===== src/rtl/branch_pkg.sv =====
// branch_pkg: shared constants for the branch/PC-sequencing unit.
//   OP_* : control-flow op codes presented on branch_unit.op
//   OP_W : op code width
//   PERF_W : width of the optional perf counters (BRANCH_PERF_EN)
package branch_pkg;

  localparam int OP_W   = 3;
  localparam int PERF_W = 32;

  localparam logic [OP_W-1:0] OP_BEQ  = 3'b000;
  localparam logic [OP_W-1:0] OP_BNE  = 3'b001;
  localparam logic [OP_W-1:0] OP_BLT  = 3'b010;
  localparam logic [OP_W-1:0] OP_BGE  = 3'b011;
  localparam logic [OP_W-1:0] OP_JMP  = 3'b100;
  localparam logic [OP_W-1:0] OP_CALL = 3'b101;
  localparam logic [OP_W-1:0] OP_RET  = 3'b110;
  localparam logic [OP_W-1:0] OP_NOP  = 3'b111;

endpackage


===== src/rtl/branch_ras.sv =====
// branch_ras: circular return-address stack.
//   clk, rst   : clock, synchronous active-high reset (empties the stack)
//   push       : write push_data on top; when full the oldest entry is overwritten
//   pop        : drop top entry; ignored when empty
//   push_data  : return address to store
//   top        : combinational top-of-stack (most recent push)
//   full/empty : occupancy flags (post-edge)
//   overflow   : push while full (combinational, same cycle as push)
//   underflow  : pop while empty (combinational, same cycle as pop)
module branch_ras #(
  parameter int XLEN      = 19,
  parameter int RAS_DEPTH = 8
) (
  input  logic            clk,
  input  logic            rst,
  input  logic            push,
  input  logic            pop,
  input  logic [XLEN-1:0] push_data,
  output logic [XLEN-1:0] top,
  output logic            full,
  output logic            empty,
  output logic            overflow,
  output logic            underflow
);

  localparam int PTR_W = (RAS_DEPTH > 1) ? $clog2(RAS_DEPTH) : 1;
  localparam int CNT_W = PTR_W + 1;

  logic [XLEN-1:0]  mem [RAS_DEPTH];
  logic [PTR_W-1:0] ptr;    // next free slot; wraps so a full push lands on the oldest entry
  logic [CNT_W-1:0] count;

  assign full      = (count == CNT_W'(RAS_DEPTH));
  assign empty     = (count == '0);
  assign overflow  = push && full;
  assign underflow = pop && !push && empty;
  assign top       = mem[ptr - PTR_W'(1)];

  always_ff @(posedge clk) begin
    if (rst) begin
      ptr   <= '0;
      count <= '0;
    end else if (push) begin
      ptr <= ptr + PTR_W'(1);
      if (!full) count <= count + CNT_W'(1);
    end else if (pop && !empty) begin
      ptr   <= ptr - PTR_W'(1);
      count <= count - CNT_W'(1);
    end
  end

  // Contents need no reset: count==0 makes them unreachable.
  always_ff @(posedge clk) begin
    if (push) mem[ptr] <= push_data;
  end

endmodule


===== src/rtl/branch_unit.sv =====
// branch_unit: program counter and control-flow resolution for the 19-bit core.
// Optional feature macro: BRANCH_PERF_EN adds perf_taken / perf_not_taken.
//   clk, rst      : clock, synchronous active-high reset
//   br_valid      : op and operands valid this cycle
//   stall         : hold all state (overrides br_valid)
//   op            : branch_pkg op code
//   rs1, rs2      : compare operands (signed for BLT/BGE)
//   target        : absolute branch/jump/call address
//   pc            : registered program counter
//   taken         : last accepted op redirected the PC (one cycle)
//   ras_full/empty: return-address stack occupancy
//   ras_err       : one-cycle pulse on RAS overflow or underflow
//   perf_taken/perf_not_taken : saturating outcome counters (BRANCH_PERF_EN only)
module branch_unit
  import branch_pkg::*;
#(
  parameter int              XLEN      = 19,
  parameter int              RAS_DEPTH = 8,
  parameter logic [XLEN-1:0] RESET_PC  = '0
) (
  input  logic              clk,
  input  logic              rst,
  input  logic              br_valid,
  input  logic              stall,
  input  logic [OP_W-1:0]   op,
  input  logic [XLEN-1:0]   rs1,
  input  logic [XLEN-1:0]   rs2,
  input  logic [XLEN-1:0]   target,
  output logic [XLEN-1:0]   pc,
  output logic              taken,
  output logic              ras_full,
  output logic              ras_empty,
`ifdef BRANCH_PERF_EN
  output logic [PERF_W-1:0] perf_taken,
  output logic [PERF_W-1:0] perf_not_taken,
`endif
  output logic              ras_err
);

  logic            accept;
  logic            is_eq;
  logic            is_lt;
  logic            taken_nxt;
  logic [XLEN-1:0] pc_inc;
  logic [XLEN-1:0] pc_nxt;
  logic [XLEN-1:0] ras_top;
  logic            ras_push;
  logic            ras_pop;
  logic            ras_ovf;
  logic            ras_unf;

  assign accept   = br_valid && !stall && !rst;
  assign pc_inc   = pc + XLEN'(1);
  assign is_eq    = (rs1 == rs2);
  assign is_lt    = ($signed(rs1) < $signed(rs2));
  assign ras_push = accept && (op == OP_CALL);
  assign ras_pop  = accept && (op == OP_RET);

  branch_ras #(
    .XLEN      (XLEN),
    .RAS_DEPTH (RAS_DEPTH)
  ) u_ras (
    .clk       (clk),
    .rst       (rst),
    .push      (ras_push),
    .pop       (ras_pop),
    .push_data (pc_inc),
    .top       (ras_top),
    .full      (ras_full),
    .empty     (ras_empty),
    .overflow  (ras_ovf),
    .underflow (ras_unf)
  );

  always_comb begin
    taken_nxt = 1'b0;
    case (op)
      OP_BEQ:  taken_nxt = is_eq;
      OP_BNE:  taken_nxt = !is_eq;
      OP_BLT:  taken_nxt = is_lt;
      OP_BGE:  taken_nxt = !is_lt;
      OP_JMP:  taken_nxt = 1'b1;
      OP_CALL: taken_nxt = 1'b1;
      OP_RET:  taken_nxt = !ras_empty;  // empty RET falls through to pc+1
      default: taken_nxt = 1'b0;
    endcase
  end

  assign pc_nxt = !taken_nxt      ? pc_inc  :
                  (op == OP_RET)  ? ras_top : target;

  always_ff @(posedge clk) begin
    if (rst) begin
      pc      <= RESET_PC;
      taken   <= 1'b0;
      ras_err <= 1'b0;
    end else if (stall) begin
      taken   <= 1'b0;
      ras_err <= 1'b0;
    end else if (br_valid) begin
      pc      <= pc_nxt;
      taken   <= taken_nxt;
      ras_err <= ras_ovf || ras_unf;
    end else begin
      pc      <= pc_inc;
      taken   <= 1'b0;
      ras_err <= 1'b0;
    end
  end

`ifdef BRANCH_PERF_EN
  // Conditional branches, JMP and CALL are counted; RET and NOP are not.
  logic perf_cnt_op;
  assign perf_cnt_op = (op <= OP_JMP) || (op == OP_CALL);

  always_ff @(posedge clk) begin
    if (rst) begin
      perf_taken     <= '0;
      perf_not_taken <= '0;
    end else if (accept && perf_cnt_op) begin
      if (taken_nxt) begin
        if (perf_taken != '1) perf_taken <= perf_taken + PERF_W'(1);
      end else begin
        if (perf_not_taken != '1) perf_not_taken <= perf_not_taken + PERF_W'(1);
      end
    end
  end
`endif

endmodule

===== config.mk =====
export PLATFORM = sky130hd
export DESIGN_NAME = branch_unit
export DESIGN_NICKNAME = d
export VERILOG_FILES = /design/src/rtl/branch_pkg.sv /design/src/rtl/branch_ras.sv /design/src/rtl/branch_unit.sv
export SDC_FILE = /design/constraint.sdc
export NUM_CORES = 1
export LEC_CHECK = 0
export BUFFER_PORTS_ARGS = -buffer_cell sky130_fd_sc_hd__buf_2
export CAP_MARGIN = 25
export CORE_AREA = 2 2 166 103
export CTS_CLUSTER_SIZE = 16
export DETAILED_ROUTE_END_ITERATION = 10
export DIE_AREA = 0 0 168 105
export GPL_ROUTABILITY_DRIVEN = 0
export PLACE_DENSITY = 0.72
export SLEW_MARGIN = 30
export SYNTH_ARGS = -nofsm -noshare
export SYNTH_HDL_FRONTEND = slang
export SYNTH_SLANG_ARGS = --single-unit

===== constraint.sdc =====
create_clock -name clk -period 3.7 [get_ports clk]
set_input_delay 0.37 -clock clk [delete_from_list [all_inputs] [get_ports clk]]
set_output_delay 0.37 -clock clk [all_outputs]
set_load 0.03 [all_outputs]

==> results.yml <==
power:
  fin_total_pwr_w: 0.00437
  ir_worst_vdd_mv: 0.300
  p_leak_nw: 3.61
  power.density_mw_per_mm2: 449
drt:
  final_antenna_net_count: 0
  first_iter_violations: 595
  dr.pass1.iters: 5
  dr_total_vias: 5348
  drc: 0
  wire_per_inst_um: 22.1
  wl_mm: 19.8
  via_per_inst: 5.98
floorplan:
  std_cell_rows: 36
  die-area_mm2: 0.0176
  die_x_um: 168
  die_h_um: 105
  start_util_pct: 52.8
  io_pins: 87
  core-area_mm2: 0.0160
critical_path:
  setup.worst_path.end_class: "flip-flop"
  worstPathRequired_ps: 3970
  start_kind: "flip-flop"
  cp.arrival_ps: 3360
  crit_type: "reg2reg"
  critPathMaxStageDelay_ps: 740
  crit_path_cell_trace: "inv_1, ha_1, buf_4, mux4_2, mux2i_1, nor2_1, a2111oi_1, a2111oi_2"
  cp_max_fo: 25
  crit_path_top_delay_cell: "a2111oi_1"
outcome:
  status: "finished clean"
synthesis:
  avgSynthCellArea_um2: 14.5
  ys_ff_latch: 180
  syn_area_mm2: 0.00844
  synth_edf_count: 152
  synth_nets: 669
  synthArstFlopShare_pct: 0
  yosys_warnings: 0
  syn_inst: 580
  ys_types: 61
  ys_seq_area_share_pct: 60.8
  synth_flop_cell: "edfxtp_1"
cts:
  cts_resized: 0
  cts_setup_buffers: 0
  htree_levels: 4
  insertion_delay_ps: 430
  cts_buffers: 17
  cts_max_path_buffers: 2
  cts_hold_buffers: 0
  cts_root_buf: "clkbuf_16"
  cts_sinks: 180
  clkSlewWorstSetupHoldPaths_ps: 70
  cts_tree: "done"
final_layout:
  layout_commonest_cell: "edfxtp_1"
  regArea_mm2: 0.00513
  num-fill-cells: 1185
  diodes: 0
  final_nets: 761
  drive_above_1_share_pct: 30.4
  area_growth_pct: 15.3
  finalInstanceArea_mm2: 0.00973
  final_cell_mix: "edfxtp_1, buf_2, nor2_1, mux4_2, inv_1"
  multiInputGateArea_mm2: 0.00309
sta:
  setup_tns_ps: 0
  slew_violations: 0
  setup_viol: 0
  finalCritPeriodShare_pct: 83.7
  hold_violations: 0
  hold_slack_ps: 314
  fin_skew_ps: 13.7
  fmaxAchievable_mhz: 323
  rsz0062_at_grt: "false"
  tightest_slew_ps: 856
  period_needed_ps: 3100
  maxSlewHeadroom_pct: 43.0
placement:
  dp_hpwl_mm: 13.0
  port_buffers: 86
  place_area_mm2: 0.00916
worst_hold_path:
  min_path_type: "in2reg"
global_routing:
  grt_pass1_vias: 5398
  grt_use_total_pct: 23.7
  antenna_found_initial: 0
  grt_max_degree: 51
  grt_overflow: 0
  grt_pass1_wl_mm: 31.3
run:
  maxCapViolCount: 0
## stage by stage
stage	cells	setup WS (ps)	util (%)
2_1_floorplan	580	184	-
3_3_place_gp	862	724	57.3
3_5_place_dp	862	615	57.3
6_report	894	604	60.8
4_1_cts	894	652	60.8
5_1_grt	894	456	60.8
## synthesized netlist by cell type, drive strengths merged, types with 10 or more instances
| master | instances | area, um2 |
|---|---|---|
| edfxtp | 152 | 4560 |
| nor2 | 57 | 233 |
| mux4 | 38 | 856 |
| dfxtp | 28 | 561 |
| inv | 28 | 105 |
| nand2 | 27 | 104 |
| ha | 24 | 300 |
| a21oi | 21 | 105 |
| mux2i | 21 | 210 |
| a2111oi | 18 | 218 |
| clkbuf | 17 | 63.8 |
| buf | 15 | 97.6 |
| nand3 | 15 | 95.1 |
| nor3 | 13 | 70.1 |
| xnor2 | 13 | 129 |
| xor2 | 11 | 115 |
| nor4 | 10 | 83.8 |
| o21ai | 10 | 50.1 |
## path summary, 6_finish.rpt
| check | from | end | slack, ps | depth (start not counted) |
|---|---|---|---|---|
| min | rst | taken$_SDFF_PP0_ | 310 | 3 |
| min reg2reg | u_ras.count[3]$_SDFFE_PP0P_ | u_ras.count[3]$_SDFFE_PP0P_ | 540 | 2 |
| max reg2reg | u_ras.ptr[1]$_SDFFE_PP0P_ | pc[1]$_SDFFE_PP0N_ | 600 | 8 |
| max | u_ras.ptr[1]$_SDFFE_PP0P_ | pc[1]$_SDFFE_PP0N_ | 600 | 8 |
## logic make-up after synthesis
family | synth area share (%)
xor+xnor | 2.89
compound gates | 6.63
mux | 12.6
simple gates | 10.1
flops | 60.8
buf+inv | 3.16
fa+ha+maj | 3.80
## area by class of cell
| type | count | share of cell area [%] |
|---|---|---|
| Timing Repair Buffer | 105 | 5.89 |
| Inverter | 28 | 1.08 |
| Sequential cell | 180 | 52.7 |
| Tap cell | 209 | 2.69 |
| Clock buffer | 18 | 4.41 |
| Multi-Input combinational cell | 340 | 31.8 |
| Clock inverter | 14 | 1.44 |
## routing by layer
layer,vias up,share of wire [%],track usage [%]
met5,-,0,0
met4,0,1.2,6.09
met3,21,8.3,5.34
met2,231,45,35.6
met1,2668,46,35.1
li1,2428,-,-
## power breakdown
part / switching, W / internal, W
Sequential: 0.0000362 / 0.00223
Combinational: 0.000218 / 0.000126
Clock: 0.000809 / 0.000953
## flip-flops by register name, indices dropped and copies added (netlist names)
signal and cells:
ras_err 1, taken 1, u_ras.mem 152, pc 19
u_ras.ptr 3, u_ras.count 4
## critical path: cells and delay by family, from the launching register on
kind,cells,cell delay (ps)
buffers and inverters,2,570
and+or+nand+nor,1,60
DFF,1,560
adders and majority gates,1,370
muxes,2,530
AOI/OAI and AO/OA,2,830
(Power assumes the default switching activity.)
